[src/rtl/clock_counter.sv]
// 24-hour BCD clock with a button-driven set-mode FSM.
// Optional alarm (hour/minute compare, two extra set states) enabled by defining ALARM_EN.
module clock_counter (
  input  logic       clk,
  input  logic       rst,
  input  logic       tick,
  input  logic       mode,
  input  logic       inc,
  output logic [7:0] hour,
  output logic [7:0] minute,
  output logic [7:0] second,
  output logic [2:0] set_sel,
  output logic       alarm_hit
);

  typedef enum logic [2:0] {
    StRun     = 3'd0,
    StSetHour = 3'd1,
    StSetMin  = 3'd2,
    StSetSec  = 3'd3
`ifdef ALARM_EN
    ,
    StSetAlHour = 3'd4,
    StSetAlMin  = 3'd5
`endif
  } state_e;

  state_e     state_q, state_d;
  logic [7:0] hour_q, hour_d;
  logic [7:0] minute_q, minute_d;
  logic [7:0] second_q, second_d;

  // Packed-BCD increment; units 9 rolls to 0 and bumps tens.
  function automatic logic [7:0] bcd_inc(input logic [7:0] v);
    logic [7:0] r;
    if (v[3:0] == 4'd9) begin
      r = {v[7:4] + 4'd1, 4'd0};
    end else begin
      r = {v[7:4], v[3:0] + 4'd1};
    end
    return r;
  endfunction

  function automatic logic [7:0] bcd_wrap_inc(input logic [7:0] v, input logic [7:0] max);
    logic [7:0] r;
    if (v == max) begin
      r = 8'h00;
    end else begin
      r = bcd_inc(v);
    end
    return r;
  endfunction

`ifdef ALARM_EN
  logic [7:0] al_hour_q, al_hour_d;
  logic [7:0] al_min_q, al_min_d;
  logic       alarm_hit_q, alarm_hit_d;
`endif

  // Mode pulse always wins; inc is only honoured when no mode pulse is present.
  always_comb begin
    state_d = state_q;
    if (mode) begin
      unique case (state_q)
        StRun:     state_d = StSetHour;
        StSetHour: state_d = StSetMin;
        StSetMin:  state_d = StSetSec;
`ifdef ALARM_EN
        StSetSec:    state_d = StSetAlHour;
        StSetAlHour: state_d = StSetAlMin;
        StSetAlMin:  state_d = StRun;
`else
        StSetSec:  state_d = StRun;
`endif
        default:   state_d = StRun;
      endcase
    end
  end

  always_comb begin
    hour_d   = hour_q;
    minute_d = minute_q;
    second_d = second_q;
`ifdef ALARM_EN
    al_hour_d = al_hour_q;
    al_min_d  = al_min_q;
`endif
    unique case (state_q)
      StRun: begin
        if (tick) begin
          second_d = bcd_wrap_inc(second_q, 8'h59);
          if (second_q == 8'h59) begin
            minute_d = bcd_wrap_inc(minute_q, 8'h59);
            if (minute_q == 8'h59) begin
              hour_d = bcd_wrap_inc(hour_q, 8'h23);
            end
          end
        end
      end
      StSetHour: if (inc && !mode) hour_d = bcd_wrap_inc(hour_q, 8'h23);
      StSetMin:  if (inc && !mode) minute_d = bcd_wrap_inc(minute_q, 8'h59);
      StSetSec:  if (inc && !mode) second_d = 8'h00;
`ifdef ALARM_EN
      StSetAlHour: if (inc && !mode) al_hour_d = bcd_wrap_inc(al_hour_q, 8'h23);
      StSetAlMin:  if (inc && !mode) al_min_d = bcd_wrap_inc(al_min_q, 8'h59);
`endif
      default: ;
    endcase
  end

`ifdef ALARM_EN
  // Fires on the edge where a running tick lands exactly on alarm_hour:alarm_min:00.
  always_comb begin
    alarm_hit_d = (state_q == StRun) && tick &&
                  (hour_d == al_hour_q) && (minute_d == al_min_q) && (second_d == 8'h00);
  end
`endif

  always_ff @(posedge clk) begin
    if (rst) begin
      state_q  <= StRun;
      hour_q   <= 8'h00;
      minute_q <= 8'h00;
      second_q <= 8'h00;
`ifdef ALARM_EN
      al_hour_q   <= 8'h06;
      al_min_q    <= 8'h00;
      alarm_hit_q <= 1'b0;
`endif
    end else begin
      state_q  <= state_d;
      hour_q   <= hour_d;
      minute_q <= minute_d;
      second_q <= second_d;
`ifdef ALARM_EN
      al_hour_q   <= al_hour_d;
      al_min_q    <= al_min_d;
      alarm_hit_q <= alarm_hit_d;
`endif
    end
  end

  always_comb begin
    set_sel = 3'b000;
    unique case (state_q)
      StRun:     set_sel = 3'b000;
      StSetHour: set_sel = 3'b100;
      StSetMin:  set_sel = 3'b010;
      StSetSec:  set_sel = 3'b001;
`ifdef ALARM_EN
      StSetAlHour: set_sel = 3'b110;
      StSetAlMin:  set_sel = 3'b101;
`endif
      default:   set_sel = 3'b000;
    endcase
  end

  assign hour   = hour_q;
  assign minute = minute_q;
  assign second = second_q;

`ifdef ALARM_EN
  assign alarm_hit = alarm_hit_q;
`else
  assign alarm_hit = 1'b0;
`endif

endmodule

[config.mk]
export PLATFORM = sky130hd
export DESIGN_NAME = clock_counter
export DESIGN_NICKNAME = d
export VERILOG_FILES = /design/src/rtl/clock_counter.sv
export SDC_FILE = /design/constraint.sdc
export NUM_CORES = 1
export LEC_CHECK = 0
export CELL_PAD_IN_SITES_DETAIL_PLACEMENT = 1
export CELL_PAD_IN_SITES_GLOBAL_PLACEMENT = 1
export CORE_MARGIN = 2
export CORE_UTILIZATION = 42
export DETAILED_ROUTE_END_ITERATION = 7
export GPL_ROUTABILITY_DRIVEN = 0
export PLACE_DENSITY = 0.92
export SLEW_MARGIN = 20
export SYNTH_ARGS = -nofsm -noshare
export SYNTH_HDL_FRONTEND = slang
export SYNTH_SLANG_ARGS = --single-unit
[constraint.sdc]
create_clock -name clk -period 3.1 [get_ports clk]
set_input_delay 0.775 -clock clk [delete_from_list [all_inputs] [get_ports clk]]
set_output_delay 0.775 -clock clk [all_outputs]
set_load 0.1 [all_outputs]
== Word level (Yosys, flattened, before mapping) ==
Cells that the tools add are included.

* $add $sub $neg: 6
* $mul: 0
* Divide/modulo/power cells: 0
* Magnitude comparators: 0
* Equal/unequal tests: 16
* Shift-type cells: 0
* Mux-type cells: 20
* Bitwise operators: 0
* Reduce and logical (&&, ||, !) cells: 10

{| class="wikitable"
|+ Operators by type and width
! operator !! number
|-
| $mux 8 || 15
|-
| $pmux 8 s2 || 3
|-
| $add 4x1->4 const B || 6
|-
| $eq 8x7->1 const B || 2
|-
| $eq 4x4->1 const B || 3
|-
| $ne 2x2->1 const B || 6
|-
| $pmux 3 s3 || 1
|-
| $eq 8x6->1 const B || 1
|-
| $reduce_and 4->1 || 2
|-
| $eq 3x2->1 const B || 2
|-
| $pmux 2 s3 || 1
|-
| $reduce_bool 2->1 || 3
|-
| $reduce_and 5->1 || 1
|-
| $eq 3x1->1 const B || 1
|-
| $logic_not 3->1 || 1
|-
| $ne 3x3->1 const B || 1
|-
| $reduce_and 3->1 || 1
|-
| $logic_and 1x1->1 || 1
|-
| $logic_not 1->1 || 1
|}

* Register bits: 27
* Latch bits: 0
* Memory bits (writable): 0
* ROM bits: 0
* Input port bits: 5
* Output and inout bits: 28
* Logic and storage cells: 57
* Memories: 0

== Logic depth before layout (Yosys ltp) ==
Gate-level depths: netlist of the first run.

* Word-level depth: 7
* Gate-level depth with buffers: 7
* Depth with buffers taken out: 6

== Worst setup path after synthesis of the first run ==
No wires, ideal clock.

* Path kind: register to register
* Start: reg second_q[4], in the netlist second[4]
* End: reg hour_q[3], in the netlist hour[3]
* Setup time: 0.074 ns
* Arrival: 2.523 ns
* Data required time: 3.026 ns
* Setup slack: 0.503 ns
* Cell stages (with the launch flop): 6
* Buffers on the path: 0
* Period minus slack after synthesis: 2.597 ns
* Cell sequence: dfxtp_1 > ha_1 > nand4b_4 > o41a_1 > or4_1 > a31oi_1

* Longest elaborated chain between the ends: 3

{| class="wikitable"
|+ RTL lines
! element !! line !! source
|-
| start, declared || 31 || <nowiki>logic [7:0] second_q, second_d;</nowiki>
|-
| start signal, assigned || 134 || <nowiki>second_q <= second_d;</nowiki>
|-
| $eq 8x7->1 || 92 || <nowiki>if (second_q == 8'h59) begin</nowiki>
|-
| $ne 2x2->1 (no line) || -- ||
|-
| $reduce_and 5->1 (no line) || -- ||
|-
| end signal, assigned || 132 || <nowiki>hour_q <= hour_d;</nowiki>
|-
| end, declared || 29 || <nowiki>logic [7:0] hour_q, hour_d;</nowiki>
|}

Every way passes these cells.
A chain may end at the register's enable or synchronous reset.

== Worst setup path in the final report of the first run ==
* Start: in tick
* End: reg hour_q[3], in the netlist hour[3]

* Longest elaborated chain between the ends: 2

{| class="wikitable"
|+ RTL lines
! element !! line !! source
|-
| start, declared || 6 || <nowiki>input logic tick,</nowiki>
|-
| $ne 2x2->1 (no line) || -- ||
|-
| $reduce_and 5->1 (no line) || -- ||
|}

Every way passes these cells.

==> results of run 1 <==
metrics by stage:
stage / std cells / hold WS [ns] / total power (µW) / area (µm²) / setup slack, ns
floorplan: 191 / 0.551 / 600 / 1740 / 0.503
global placement: 267 / 0.497 / 651 / 2010 / 0.502
detailed placement: 267 / 0.510 / 661 / 2010 / 0.439
CTS: 271 / 0.525 / 890 / 2060 / 0.710
global route: 271 / 0.560 / 930 / 2060 / 0.600
finish: 271 / 0.528 / 885 / 2060 / 0.707
Yosys cell counts, types with 2 or more instances:
master | count | area, µm²
nor2b_1 | 5 | 31.3
and3b_1 | 2 | 17.5
o21ai_0 | 12 | 60.1
o21a_1 | 2 | 15.0
buf_4 | 2 | 15.0
or4_1 | 3 | 22.5
nand3b_1 | 7 | 52.6
nand4b_1 | 2 | 17.5
o41a_1 | 2 | 22.5
nor3_1 | 4 | 20.0
dfxtp_1 | 26 | 521
a211o_1 | 2 | 17.5
buf_6 | 2 | 22.5
a21o_1 | 2 | 15.0
inv_1 | 11 | 41.3
a31oi_1 | 4 | 25.0
mux2_2 | 4 | 45.0
ha_1 | 19 | 238
a41oi_1 | 2 | 17.5
o2bb2ai_1 | 2 | 17.5
nand2b_1 | 3 | 18.8
nor4_1 | 5 | 31.3
nand2_1 | 6 | 22.5
clkbuf_1 | 3 | 11.3
mux2i_1 | 6 | 60.1
o31ai_1 | 2 | 15.0
nor2_1 | 11 | 41.3
nand3_1 | 9 | 45.0
a21oi_1 | 12 | 60.1
cell families after synthesis:
group           Yosys count  share of synthesized area [%]
simple gates             66                           24.0
compound gates           51                           20.9
flops                    26                           30.0
fa+ha+maj                19                           13.7
buf+inv                  18                           5.19
mux                      10                           6.05
other cells               1                          0.216
metal layers:
layer | global-route usage (%) | routed length [µm]
met2 | 34.3 | 2050
met3 | 2.47 | 110
met4 | 4.25 | 29
met1 | 27.6 | 2040
met5 | 0 | 0
worst max-delay path, delay by kind of cell:
| family | cells | cell delay, ns |
|---|---|---|
| AO/OA/AOI/OAI | 2 | 0.68 |
| buffers and inverters | 1 | 0.57 |
| AND/OR/NAND/NOR | 2 | 0.59 |
final timing paths:
check	end	slack [ns]	cells after the start
setup reg to reg	minute[7]	0.97	6
setup / recovery	hour[3]	0.71	5
hold / removal	hour[7]	0.53	1
hold reg to reg	hour[7]	0.53	1
final cells by class:
type                            instances  area [µm²]  area share (%)
Multi-Input combinational cell        147        1130            54.6
Sequential cell                        26         520            25.2
Timing Repair Buffer                   33         258            12.5
Tap cell                               50        62.6            3.03
Clock buffer                            4        55.1            2.67
Inverter                               11        41.3            2.00
power by group through the flow:
stage	Combinational (µW)	Clock (µW)	Sequential [µW]
after floorplan	159	0	441
after global placement	277	0	374
after detailed placement	286	0	375
after CTS	287	235	368
after global routing	307	251	371
final	285	232	368
flip-flops by register name, indices dropped and copies added (netlist names):
name     flops
hour         8
minute       8
second       8
state_q      2
==> run metrics, run 1 <==
status finished clean; clock power share 26.2%; synth warn 0; Psw 344 µW; post-synth cell types 48; number of synthesized flops with an enable pin 0; synthesized net count 215; most common cell after layout, fill and taps aside buf_4; # Post-CTS Setup Buffers 0; Cells after Synth 191; Root Driver clkbuf_8; Reg power frac 41.6%; Worst Tran Pin Value 0.638 ns; startpoint types primary input; P_leak 0.000904 µW; slowest cell delay on critical path 0.57 ns; ys flop type dfxtp_1; clock sink count 26; final period utilization 77.2%; Final Skew 0.00938 ns; Comb pwr share 32.2%; H-tree levels 1; share of layout cells above drive strength 1 19.9%; Final min period 2.39 ns; CTS tree yes; Hold WC Path Type reg2reg; clk_lat worst skew 0.28 ns; Via density 5.68; antenna-violating nets left 0; core area 4000 µm²; Die Wd 68.3 µm; DIE HEIGHT 68.3 µm; sw frac 38.8%; initial antenna violation count 0; endpoints failing hold 0; fmax 418 MHz; # IOs 33; Final Max Tran Viols 0; PD cells 429 nW/µm²; Area Overhead vs Synth 18.8%; Reg clk slew, reported paths 0.10 ns; crit-path cells clkdlybuf4s50_1 > nand4b_4 > o41a_1 > or4_1 > a31oi_1; MaxCap Viol Count 0; # fillers 476; setup tns final 0 ns; most frequent cells in the layout 29 x buf_4, 26 x dfxtp_1, 19 x ha_1, 12 x o21ai_0, 12 x a21oi_1; largest net degree at the start of global routing 19; Util after Layout 51.6%; Crit Path Class in2reg; Avg WL per Cell 15.6 µm; Num CTS Buffers 3; DR vias 1539; drt first pass iters 3; Req. time, crit path 3.31 ns; Crit path arrival time 2.60 ns; part of the Yosys area used for sequential elements 30.0%; # hold bufs at CTS 0; worst r2r src state_q[0]; port buffer count 31; average size of a mapped cell 9.09 µm²; kind of end point of the critical path flop; Yosys reg bits 26; GRT overflow 0; CP max FO 5; Initial Util 43.4%; first-pass GRT wire length 7.30 mm; Worst path slowest cell clkdlybuf4s50_1; ant diodes 0; Die Footprint 4670 µm²; Final setup violation count 0; worst rel slew slack 57.1%; post-DP HPWL 3.21 mm; GR Util All Layers 20.3%; final WL 4.23 mm; unrepaired setup endpoints after global routing no; row count 23; Detailed Route Iter0 Violations 95; nets@finish 246; Longest Clk Path Bufs 2; Worst setup startpoint tick; Internal Power 542 µW; DR DRC count 0; number of global-route vias before repair 1473; FFs w/ async S/R, synth 0%; VDD IR max 0.194 mV; Syn Std Cell Area 1740 µm²; post-cts sizing count 0; hold_sp hour[7]
No activity file was read; power rests on OpenSTA's default activity.
==> run 2, diff against run 1 <==
--- a/config.mk
+++ b/config.mk
@@ -8,10 +8,10 @@
 export CELL_PAD_IN_SITES_DETAIL_PLACEMENT = 1
 export CELL_PAD_IN_SITES_GLOBAL_PLACEMENT = 1
 export CORE_MARGIN = 2
-export CORE_UTILIZATION = 42
+export CORE_UTILIZATION = 39
 export DETAILED_ROUTE_END_ITERATION = 7
 export GPL_ROUTABILITY_DRIVEN = 0
-export PLACE_DENSITY = 0.92
+export PLACE_DENSITY = 0.87
 export SLEW_MARGIN = 20
 export SYNTH_ARGS = -nofsm -noshare
 export SYNTH_HDL_FRONTEND = slang
==> constraint.sdc (replaced) <==
create_clock -name clk -period 2.25 [get_ports clk]
set_input_delay 0.5625 -clock clk [delete_from_list [all_inputs] [get_ports clk]]
set_output_delay 0.5625 -clock clk [all_outputs]
set_load 0.1 [all_outputs]
==> run 2 against run 1 <==
Effect of this change:
- utilization shrank 0.075 points
- count of clock-buffer cells in the layout shrank 1
- register-to-register slack lost 0.68 ns
- die area grew 7.2%
- worst setup slack lost 0.60 ns
- global-route usage shrank 3.1 points
- routed wire length grew 3.0%
- non-clock buffer count grew 16
- via count grew 4.4%
==> run metrics, run 2 (synthesized netlist as in run 1, its figures left out) <==
Final Skew 0.00240 ns (-0.00698 ns); setup tns final 0 ns (unchanged); Die Wd 70.7 µm (+3.6%); Area Overhead vs Synth 28.2%; Initial Util 40.2% (-3.3 points); Longest Clk Path Bufs 2 (unchanged); Avg WL per Cell 15.1 µm (-3.1%); Die Footprint 5000 µm² (+7.2%); MaxCap Viol Count 0 (unchanged); H-tree levels 1 (unchanged); endpoints failing hold 0 (unchanged); first-pass GRT wire length 7.13 mm (-2.4%); antenna-violating nets left 0 (unchanged); share of layout cells above drive strength 1 30.5% (+11 points); Detailed Route Iter0 Violations 61 (-36%); worst r2r src minute[5]; # hold bufs at CTS 0 (unchanged); DR vias 1606 (+4.4%); DIE HEIGHT 70.7 µm (+3.6%); Multi-input gate area 1130 µm² (+0.22%); # IOs 33 (unchanged); Worst setup startpoint tick; Reg clk slew, reported paths 0.10 ns (about the same); core area 4320 µm² (+8.1%); CTS tree yes; Num CTS Buffers 3 (unchanged); ant diodes 0 (unchanged); PD cells 556 nW/µm² (+30%); post-cts sizing count 0 (unchanged); Crit Path Class in2reg; Hold WC Path Type reg2reg; GRT overflow 0 (unchanged); largest net degree at the start of global routing 18 (-1); initial antenna violation count 0 (unchanged); Req. time, crit path 2.46 ns (-0.85 ns); hold_sp minute[6]; Final setup violation count 0 (unchanged); fmax 467 MHz; final period utilization 95.1%; clk_lat worst skew 0.27 ns (about the same); number of global-route vias before repair 1565 (+6.2%); port buffer count 31 (unchanged); final WL 4.36 mm (+3.0%); # Post-CTS Setup Buffers 0 (unchanged); startpoint types primary input; Final min period 2.14 ns; clock sink count 26 (unchanged); Seq. cell area 536 µm² (+2.9%); Crit path arrival time 2.35 ns (-0.25 ns); VDD IR max 0.230 mV (+18%); unrepaired setup endpoints after global routing no; Root Driver clkbuf_8; P_leak 0.000988 µW (+9.3%); post-DP HPWL 3.38 mm (+5.4%); # fillers 525 (+10%); Util after Layout 51.5% (-0.075 points); drt first pass iters 4 (+1); Via density 5.58 (-1.8%); CP max FO 4 (-1); most common cell after layout, fill and taps aside buf_4; most frequent cells in the layout 42 x buf_4, 18 x ha_1, 14 x dfxtp_1; row count 24 (+4.3%); GR Util All Layers 17.2% (-3.1 points); status finished clean; DR DRC count 0 (unchanged); kind of end point of the critical path flop; nets@finish 262 (+6.5%); Final Max Tran Viols 0 (unchanged)
[run 2: cell count changes in the layout (fill, tap and decap cells not counted)]
cell,previous run,this run
buf_12,0,3
clkbuf_8,4,3
ha_2,0,1
dfxtp_2,0,12
dfxtp_1,26,14
buf_4,29,42
ha_1,19,18
[run 2: worst max-delay path: stages]
cell	delay, ns
clkdlybuf4s50_1	0.54
nand4b_4	0.16
o41a_1	0.50
or4_1	0.43
a31oi_1	0.16
[run 2: path summary, 6_finish.rpt]
kind | endpoint | slack [ns] | cells past startpoint
setup / recovery | hour[3] | 0.11 | 5
hold / removal | minute[6] | 0.49 | 1
setup reg to reg | hour[3] | 0.29 | 6
hold reg to reg | minute[6] | 0.49 | 1
[run 2: final cells by class]
| cell class | instances | area share (%) |
|---|---|---|
| Clock buffer | 3 | 1.85 |
| Tap cell | 52 | 2.92 |
| Inverter | 11 | 1.85 |
| Sequential cell | 26 | 24.0 |
| Multi-Input combinational cell | 147 | 50.7 |
| Timing Repair Buffer | 49 | 18.7 |
[run 2: per-layer routing]
layer | vias to the layer above | wire [µm] | GRT usage (%)
met1 | 778 | 2080 | 22.9
met2 | 25 | 2110 | 29.9
met5 | - | 0 | 0
met4 | 0 | 37 | 3.98
met3 | 5 | 130 | 1.85
li1 | 798 | - | -
[run 2: report_power, final]
| part | leakage, µW | switching (µW) | internal (µW) | total, µW |
|---|---|---|---|---|
| sequential | 0.000216 | 24.3 | 480 | 505 |
| combinational | 0.000750 | 295 | 162 | 457 |
| clock | 0.0000216 | 156 | 120 | 277 |
[run 2: through the flow]
| stage | worst slack [ns] | power, µW | cell area [µm²] | hold WS (ns) | instances |
|---|---|---|---|---|---|
| floorplan | 0.0258 | 830 | 1750 | 0.551 | 191 |
| global route | 0.0368 | 1300 | 2230 | 0.516 | 288 |
| global placement | -0.110 | 959 | 2180 | 0.469 | 285 |
| detailed placement | -0.192 | 971 | 2180 | 0.487 | 285 |
| finish | 0.110 | 1240 | 2230 | 0.495 | 288 |
| CTS | 0.0904 | 1250 | 2220 | 0.502 | 288 |
